$ cat config.mk
export PLATFORM = sky130hd
export DESIGN_NAME = sqwave_meter
export DESIGN_NICKNAME = d
export VERILOG_FILES = /design/src/rtl/sqwave_pkg.sv /design/src/rtl/sqwave_edge_det.sv /design/src/rtl/sqwave_meter.sv
export SDC_FILE = /design/constraint.sdc
export NUM_CORES = 1
export LEC_CHECK = 0
export CORE_MARGIN = 2
export CORE_UTILIZATION = 45
export DETAILED_ROUTE_END_ITERATION = 8
export GPL_TIMING_DRIVEN = 0
export PLACE_DENSITY = 0.69
export SLEW_MARGIN = 0
export SYNTH_ARGS = -nofsm -noshare
export SYNTH_HDL_FRONTEND = slang
export SYNTH_SLANG_ARGS = --single-unit
$ cat constraint.sdc
create_clock -name clk -period 2.5 [get_ports clk]
set_clock_uncertainty 0.2 [all_clocks]
set_input_delay 0.375 -clock clk [delete_from_list [all_inputs] [get_ports clk]]
set_output_delay 0.375 -clock clk [all_outputs]
set_load 0.01 [all_outputs]
$ cat src/rtl/sqwave_pkg.sv
// sqwave_pkg: definitions shared by the square-wave meter files.
//   CNT_W_DEF : default width of the phase counters and length outputs
//   SET_W     : width of the expected high/low settings (matches the
//               generator's rise/fall setting fields)
//   state_t   : measurement FSM state encoding
package sqwave_pkg;

  localparam int CNT_W_DEF = 8;
  localparam int SET_W     = 4;

  typedef enum logic [1:0] {
    ST_IDLE = 2'd0,
    ST_HIGH = 2'd1,
    ST_LOW  = 2'd2
  } state_t;

endpackage

$ cat src/rtl/sqwave_edge_det.sv
// sqwave_edge_det: two-flop sampler of the measured wave with edge outputs.
//   clk     : system clock
//   rst     : asynchronous active-low reset
//   wave_in : square wave under test (synchronous to clk)
//   rise    : wave_q high while wave_d still low (one cycle per rising edge)
//   fall    : wave_q low while wave_d still high (one cycle per falling edge)
module sqwave_edge_det (
  input  logic clk,
  input  logic rst,
  input  logic wave_in,
  output logic rise,
  output logic fall
);

  logic wave_q;
  logic wave_d;

  always_ff @(posedge clk or negedge rst) begin
    if (!rst) begin
      wave_q <= 1'b0;
      wave_d <= 1'b0;
    end else begin
      wave_q <= wave_in;
      wave_d <= wave_q;
    end
  end

  assign rise = wave_q & ~wave_d;
  assign fall = ~wave_q & wave_d;

endmodule

$ cat src/rtl/sqwave_meter.sv
// sqwave_meter: measures high and low phase lengths (in clk cycles) of a
// square wave and checks them against expected settings.
//   clk, rst   : system clock, asynchronous active-low reset
//   clr        : synchronous restart of the measurement (back to IDLE)
//   wave_in    : square wave under test
//   exp_high   : expected high length, exp_low : expected low length
//   high_len   : last completed high-phase length
//   low_len    : last completed low-phase length
//   period_len : high_len + low_len, one bit wider so it never truncates
//   meas_valid : one-cycle strobe; lengths, match and ovf change only in
//                the cycle meas_valid is high and hold otherwise. There is
//                no back-pressure: every completed period produces a strobe.
//   match      : reported lengths equal the expected settings
//   ovf        : a phase counter saturated during the reported period
//   stuck      : current phase counter is pinned at all-ones (level)
//   dbg_state  : current FSM state
module sqwave_meter
  import sqwave_pkg::*;
#(
  parameter int CNT_W = CNT_W_DEF
) (
  input  logic             clk,
  input  logic             rst,
  input  logic             clr,
  input  logic             wave_in,
  input  logic [SET_W-1:0] exp_high,
  input  logic [SET_W-1:0] exp_low,
  output logic [CNT_W-1:0] high_len,
  output logic [CNT_W-1:0] low_len,
  output logic [CNT_W:0]   period_len,
  output logic             meas_valid,
  output logic             match,
  output logic             ovf,
  output logic             stuck,
  output logic [1:0]       dbg_state
);

  localparam logic [CNT_W-1:0] CNT_MAX = '1;
  localparam logic [CNT_W-1:0] CNT_ONE = CNT_W'(1);

  logic rise;
  logic fall;

  sqwave_edge_det u_edge_det (
    .clk     (clk),
    .rst     (rst),
    .wave_in (wave_in),
    .rise    (rise),
    .fall    (fall)
  );

  state_t           state_q, state_d;
  logic [CNT_W-1:0] cnt_q, cnt_d;
  logic [CNT_W-1:0] hi_cap_q, hi_cap_d;
  logic             ovf_pend_q, ovf_pend_d;
  logic [CNT_W-1:0] high_len_q, high_len_d;
  logic [CNT_W-1:0] low_len_q, low_len_d;
  logic [CNT_W:0]   period_len_q, period_len_d;
  logic             meas_valid_q, meas_valid_d;
  logic             match_q, match_d;
  logic             ovf_q, ovf_d;

  logic [CNT_W-1:0] exp_high_ext;
  logic [CNT_W-1:0] exp_low_ext;
  logic [CNT_W-1:0] cnt_inc;
  logic             cnt_sat;

  // Zero-extend the 4-bit settings to counter width (CNT_W >= SET_W).
  always_comb begin
    exp_high_ext              = '0;
    exp_low_ext               = '0;
    exp_high_ext[SET_W-1:0]   = exp_high;
    exp_low_ext[SET_W-1:0]    = exp_low;
  end

  // Saturating increment; an attempt to count past all-ones is remembered
  // so the report for this period can flag it.
  assign cnt_sat = (cnt_q == CNT_MAX);
  assign cnt_inc = cnt_sat ? cnt_q : cnt_q + CNT_ONE;

  always_comb begin
    state_d      = state_q;
    cnt_d        = cnt_q;
    hi_cap_d     = hi_cap_q;
    ovf_pend_d   = ovf_pend_q;
    high_len_d   = high_len_q;
    low_len_d    = low_len_q;
    period_len_d = period_len_q;
    meas_valid_d = 1'b0;
    match_d      = match_q;
    ovf_d        = ovf_q;

    if (clr) begin
      // Restart wins over any edge; reported outputs keep their values.
      state_d    = ST_IDLE;
      cnt_d      = '0;
      hi_cap_d   = '0;
      ovf_pend_d = 1'b0;
    end else begin
      case (state_q)
        ST_IDLE: begin
          // A phase already in progress is ignored; start on a clean rise.
          if (rise) begin
            state_d = ST_HIGH;
            cnt_d   = CNT_ONE;
          end
        end
        ST_HIGH: begin
          if (fall) begin
            hi_cap_d = cnt_q;
            cnt_d    = CNT_ONE;
            state_d  = ST_LOW;
          end else begin
            cnt_d = cnt_inc;
            if (cnt_sat) ovf_pend_d = 1'b1;
          end
        end
        ST_LOW: begin
          if (rise) begin
            high_len_d   = hi_cap_q;
            low_len_d    = cnt_q;
            period_len_d = {1'b0, hi_cap_q} + {1'b0, cnt_q};
            match_d      = (hi_cap_q == exp_high_ext) && (cnt_q == exp_low_ext);
            ovf_d        = ovf_pend_q;
            ovf_pend_d   = 1'b0;
            meas_valid_d = 1'b1;
            cnt_d        = CNT_ONE;
            state_d      = ST_HIGH;
          end else begin
            cnt_d = cnt_inc;
            if (cnt_sat) ovf_pend_d = 1'b1;
          end
        end
        default: begin
          state_d = ST_IDLE;
          cnt_d   = '0;
        end
      endcase
    end
  end

  always_ff @(posedge clk or negedge rst) begin
    if (!rst) begin
      state_q      <= ST_IDLE;
      cnt_q        <= '0;
      hi_cap_q     <= '0;
      ovf_pend_q   <= 1'b0;
      high_len_q   <= '0;
      low_len_q    <= '0;
      period_len_q <= '0;
      meas_valid_q <= 1'b0;
      match_q      <= 1'b0;
      ovf_q        <= 1'b0;
    end else begin
      state_q      <= state_d;
      cnt_q        <= cnt_d;
      hi_cap_q     <= hi_cap_d;
      ovf_pend_q   <= ovf_pend_d;
      high_len_q   <= high_len_d;
      low_len_q    <= low_len_d;
      period_len_q <= period_len_d;
      meas_valid_q <= meas_valid_d;
      match_q      <= match_d;
      ovf_q        <= ovf_d;
    end
  end

  assign high_len   = high_len_q;
  assign low_len    = low_len_q;
  assign period_len = period_len_q;
  assign meas_valid = meas_valid_q;
  assign match      = match_q;
  assign ovf        = ovf_q;
  assign stuck      = ((state_q == ST_HIGH) || (state_q == ST_LOW)) && cnt_sat;
  assign dbg_state  = state_q;

endmodule

==> summary.md <==
| Metric | Value |
|---|---|
| Core Area | 0.005574 mm^2 |
| H-tree level count | 2 |
| Commonest cells in the netlist | 64 x nand2_1, 49 x dfrtp_1, 16 x nor2_1 |
| Status | finished, final reports clean |
| Count leader, synth | nand2_1 |
| DRC violations left | 0 |
| Die Footprint | 0.006451 mm^2 |
| I/O Buffers | 42 |
| CTS clk-pin slew, worst paths | 90 ps |
| Inst Count DP | 392 |
| Max Slew Vio Count | 0 |
| Via count | 2149 |
| Crit path DAT | 2380 ps |
| Fraction of layout cells with a size suffix above 1 | 9.036% |
| Largest net degree at the start of global routing | 29 |
| Grt total ovfl | 0 |
| Routability cong. | 0.8482 |
| Post-synth EDFFs | 0 |
| Worst vdd ir | 351.2 uV |
| CTS max path bufs | 2 |
| Final worst-path cycle share | 95.02% |
| Synth area leader | dfrtp_1 |
| Top post-synthesis cells by area | dfrtp_1 47%, nand2_1 9.2%, ha_1 6.7% |
| Worst setup EP type | flip-flop |
| Crit path max fanout | 6 |
| Unrepaired setup endpoints after global routing | false |
| Vias in the first global route | 2162 |
| GRT Total Usage | 20.43% |
| Fin cells | 404 |
| Clk_lat worst skew | 310 ps |
| WL/cell | 14.71 um |
| DR iter-0 viols | 101 |
| Seq/Total Area, Yosys | 46.78% |
| Post-synth top area share | 46.78% |
| Slew @ Worst Pin | 570.6 ps |
| Antenna viol nets, final | 0 |
| CP Class | reg2reg |
| CTS root buf | clkbuf_8 |
| Rows | 27 |
| Mapped Area | 0.002621 mm^2 |
| # Max-Cap Violations | 0 |
| CTS tree | built |
| Static leakage | 1.601 nW |
| N_diodes | 0 |
| Netlist cell types | 47 |
| Total Routed Length | 5.944 mm |
| Min cycle time layout | 2375 ps |
| Synth async-reset ratio | 100.0% |
| Worst EP required | 2500 ps |
| Initial antenna violation count | 0 |
| Io pins | 43 |
| P&R area growth vs syn | 26.06% |
| Final setup TNS | 0 ps |
| Syn_area_per_cell | 9.463 um^2 |
| Seq cells post-synth | 49 |
| Detailed placement HPWL | 4.291 mm |
| Crit start category | flip-flop |
| Cell count after synthesis | 277 |
| Worst hold-check path type | reg2reg |
| PD cells | 621.1 mW/mm^2 |
| Nets@finish | 358 |
| First-pass GRT wire length | 10.20 mm |
| Fmax | 421.0 MHz |
| Die X | 80.32 um |
| Die Ht | 80.32 um |
| Final Hold Vio Count | 0 |
| Synth warn | 0 |
| Starting Density | 47.03% |
| DRT Pass-1 Iters | 4 |
| Mapped Nets | 304 |
| Slew Limit Headroom | 61.56% |
| Total CTS buffers | 5 |
| Final setup fails | 0 |
| Overall Power | 0.002052 W |
| Top_reg_cell synth | dfrtp_1 |
| Clock tree sinks | 49 |
| Via/cell ratio | 5.319 |
per-layer routing:
| metal | routed length [um] | track usage [%] |
|---|---|---|
| met1 | 2956 | 27.42 |
| met2 | 2785 | 33.92 |
| met3 | 134 | 3.371 |
| met4 | 67 | 6.102 |
| met5 | 0 | 0 |
power breakdown:
part           switching (W)  total, W  internal, W
combinational       0.000313  0.000577     0.000264
clock               0.000272  0.000573     0.000301
sequential         0.0000473  0.000903     0.000855
area by class of cell:
cell class	instances	area [um^2]
sequential	49	1230
clock buffer	6	72.57
tap	72	90.09
fill	518	2270
multi-input combinational	209	1315
buffer	11	57.56
clock inverter	2	38.79
inverter	7	26.28
timing repair buffer	48	474.2
critical path, cell delays in order (launching register included):
cell	delay (ps)
dfrtp_2	420
buf_4	170
ha_1	240
fa_2	390
a211oi_2	270
o21bai_1	100
a211o_1	300
a22o_1	170
kinds of logic after synthesis:
kind of cell / synth area share (%)
AND/OR/NAND/NOR: 22.15
AO/OA/AOI/OAI: 14.22
flip-flops: 46.78
buffers and inverters: 3.341
adder cells (fa/ha/maj): 7.446
XOR/XNOR: 3.007
multiplexers: 3.055
worst paths after layout:
path                                              from                     endpoint  slack [ps]  cells after the start
setup reg to reg                  cnt_q[0]$_DFFE_PN0P_    period_len[6]$_DFFE_PN0P_         120                      7
max in group asynchronous                          rst         cnt_q[0]$_DFFE_PN0P_        1170                      3
hold reg to reg            u_edge_det.wave_q$_DFF_PN0_  u_edge_det.wave_d$_DFF_PN0_         280                      0
hold / removal             u_edge_det.wave_q$_DFF_PN0_  u_edge_det.wave_d$_DFF_PN0_         280                      0
min in group asynchronous                          rst    period_len[4]$_DFFE_PN0P_         380                      2
setup / recovery                  cnt_q[0]$_DFFE_PN0P_    period_len[6]$_DFFE_PN0P_         120                      7
registers in the layout, summed over array words and instances, names as in the netlist:
signal,flops
period_len,9
cnt_q,8
hi_cap_q,8
high_len,8
low_len,8
dbg_state,2
match,1
meas_valid,1
ovf,1
ovf_pend_q,1
u_edge_det.wave_d,1
u_edge_det.wave_q,1
metrics by stage:
step | util (%) | cell area, um^2 | hold WS, ps | setup WS [ps]
6_report | 59.28 | 3304 | 279.8 | 124.5
5_1_grt | 59.28 | 3304 | 293.0 | 43.62
4_1_cts | 59.08 | 3293 | 279.7 | 62.58
3_5_place_dp | 56.45 | 3147 | 183.2 | -167.7
3_3_place_gp | 56.18 | 3132 | 255.5 | -568.4
2_1_floorplan | - | 2621 | -120.6 | 254.1
repair_timing:
item | 4_1_cts | 5_1_grt
hold buffers | 1 | 0
endpoints found under the setup margin | 1 | 2
pin swaps | 0 | 1
buffers inserted | 3 | 1
endpoints found under the hold margin | 21 | 0
resized for setup | 5 | 3
placed cells by master (no fill, tap or decap), types with 3 or more instances in the layout:
master           synthesis  layout
nand2_1                 64      64
dfrtp_1                 49      46
clkdlybuf4s50_1          0      40
nor2_1                  16      16
o21ai_0                 14      14
a21oi_1                 14      14
ha_1                    14      14
xnor2_1                  9       9
mux2i_1                  8       8
inv_1                    6       6
clkbuf_1                 6       6
nor4_1                   6       6
buf_4                    1       5
clkbuf_8                 0       5
nand3b_1                 4       4
a211oi_1                 5       4
buf_2                    4       4
nand3_1                  4       4
o21a_1                   3       3
nand4_1                  3       3
nor3_1                   3       3
o31ai_1                  3       3
or4_1                    3       3
dfrtp_2                  0       3
Power figures use the tool's default switching activity.
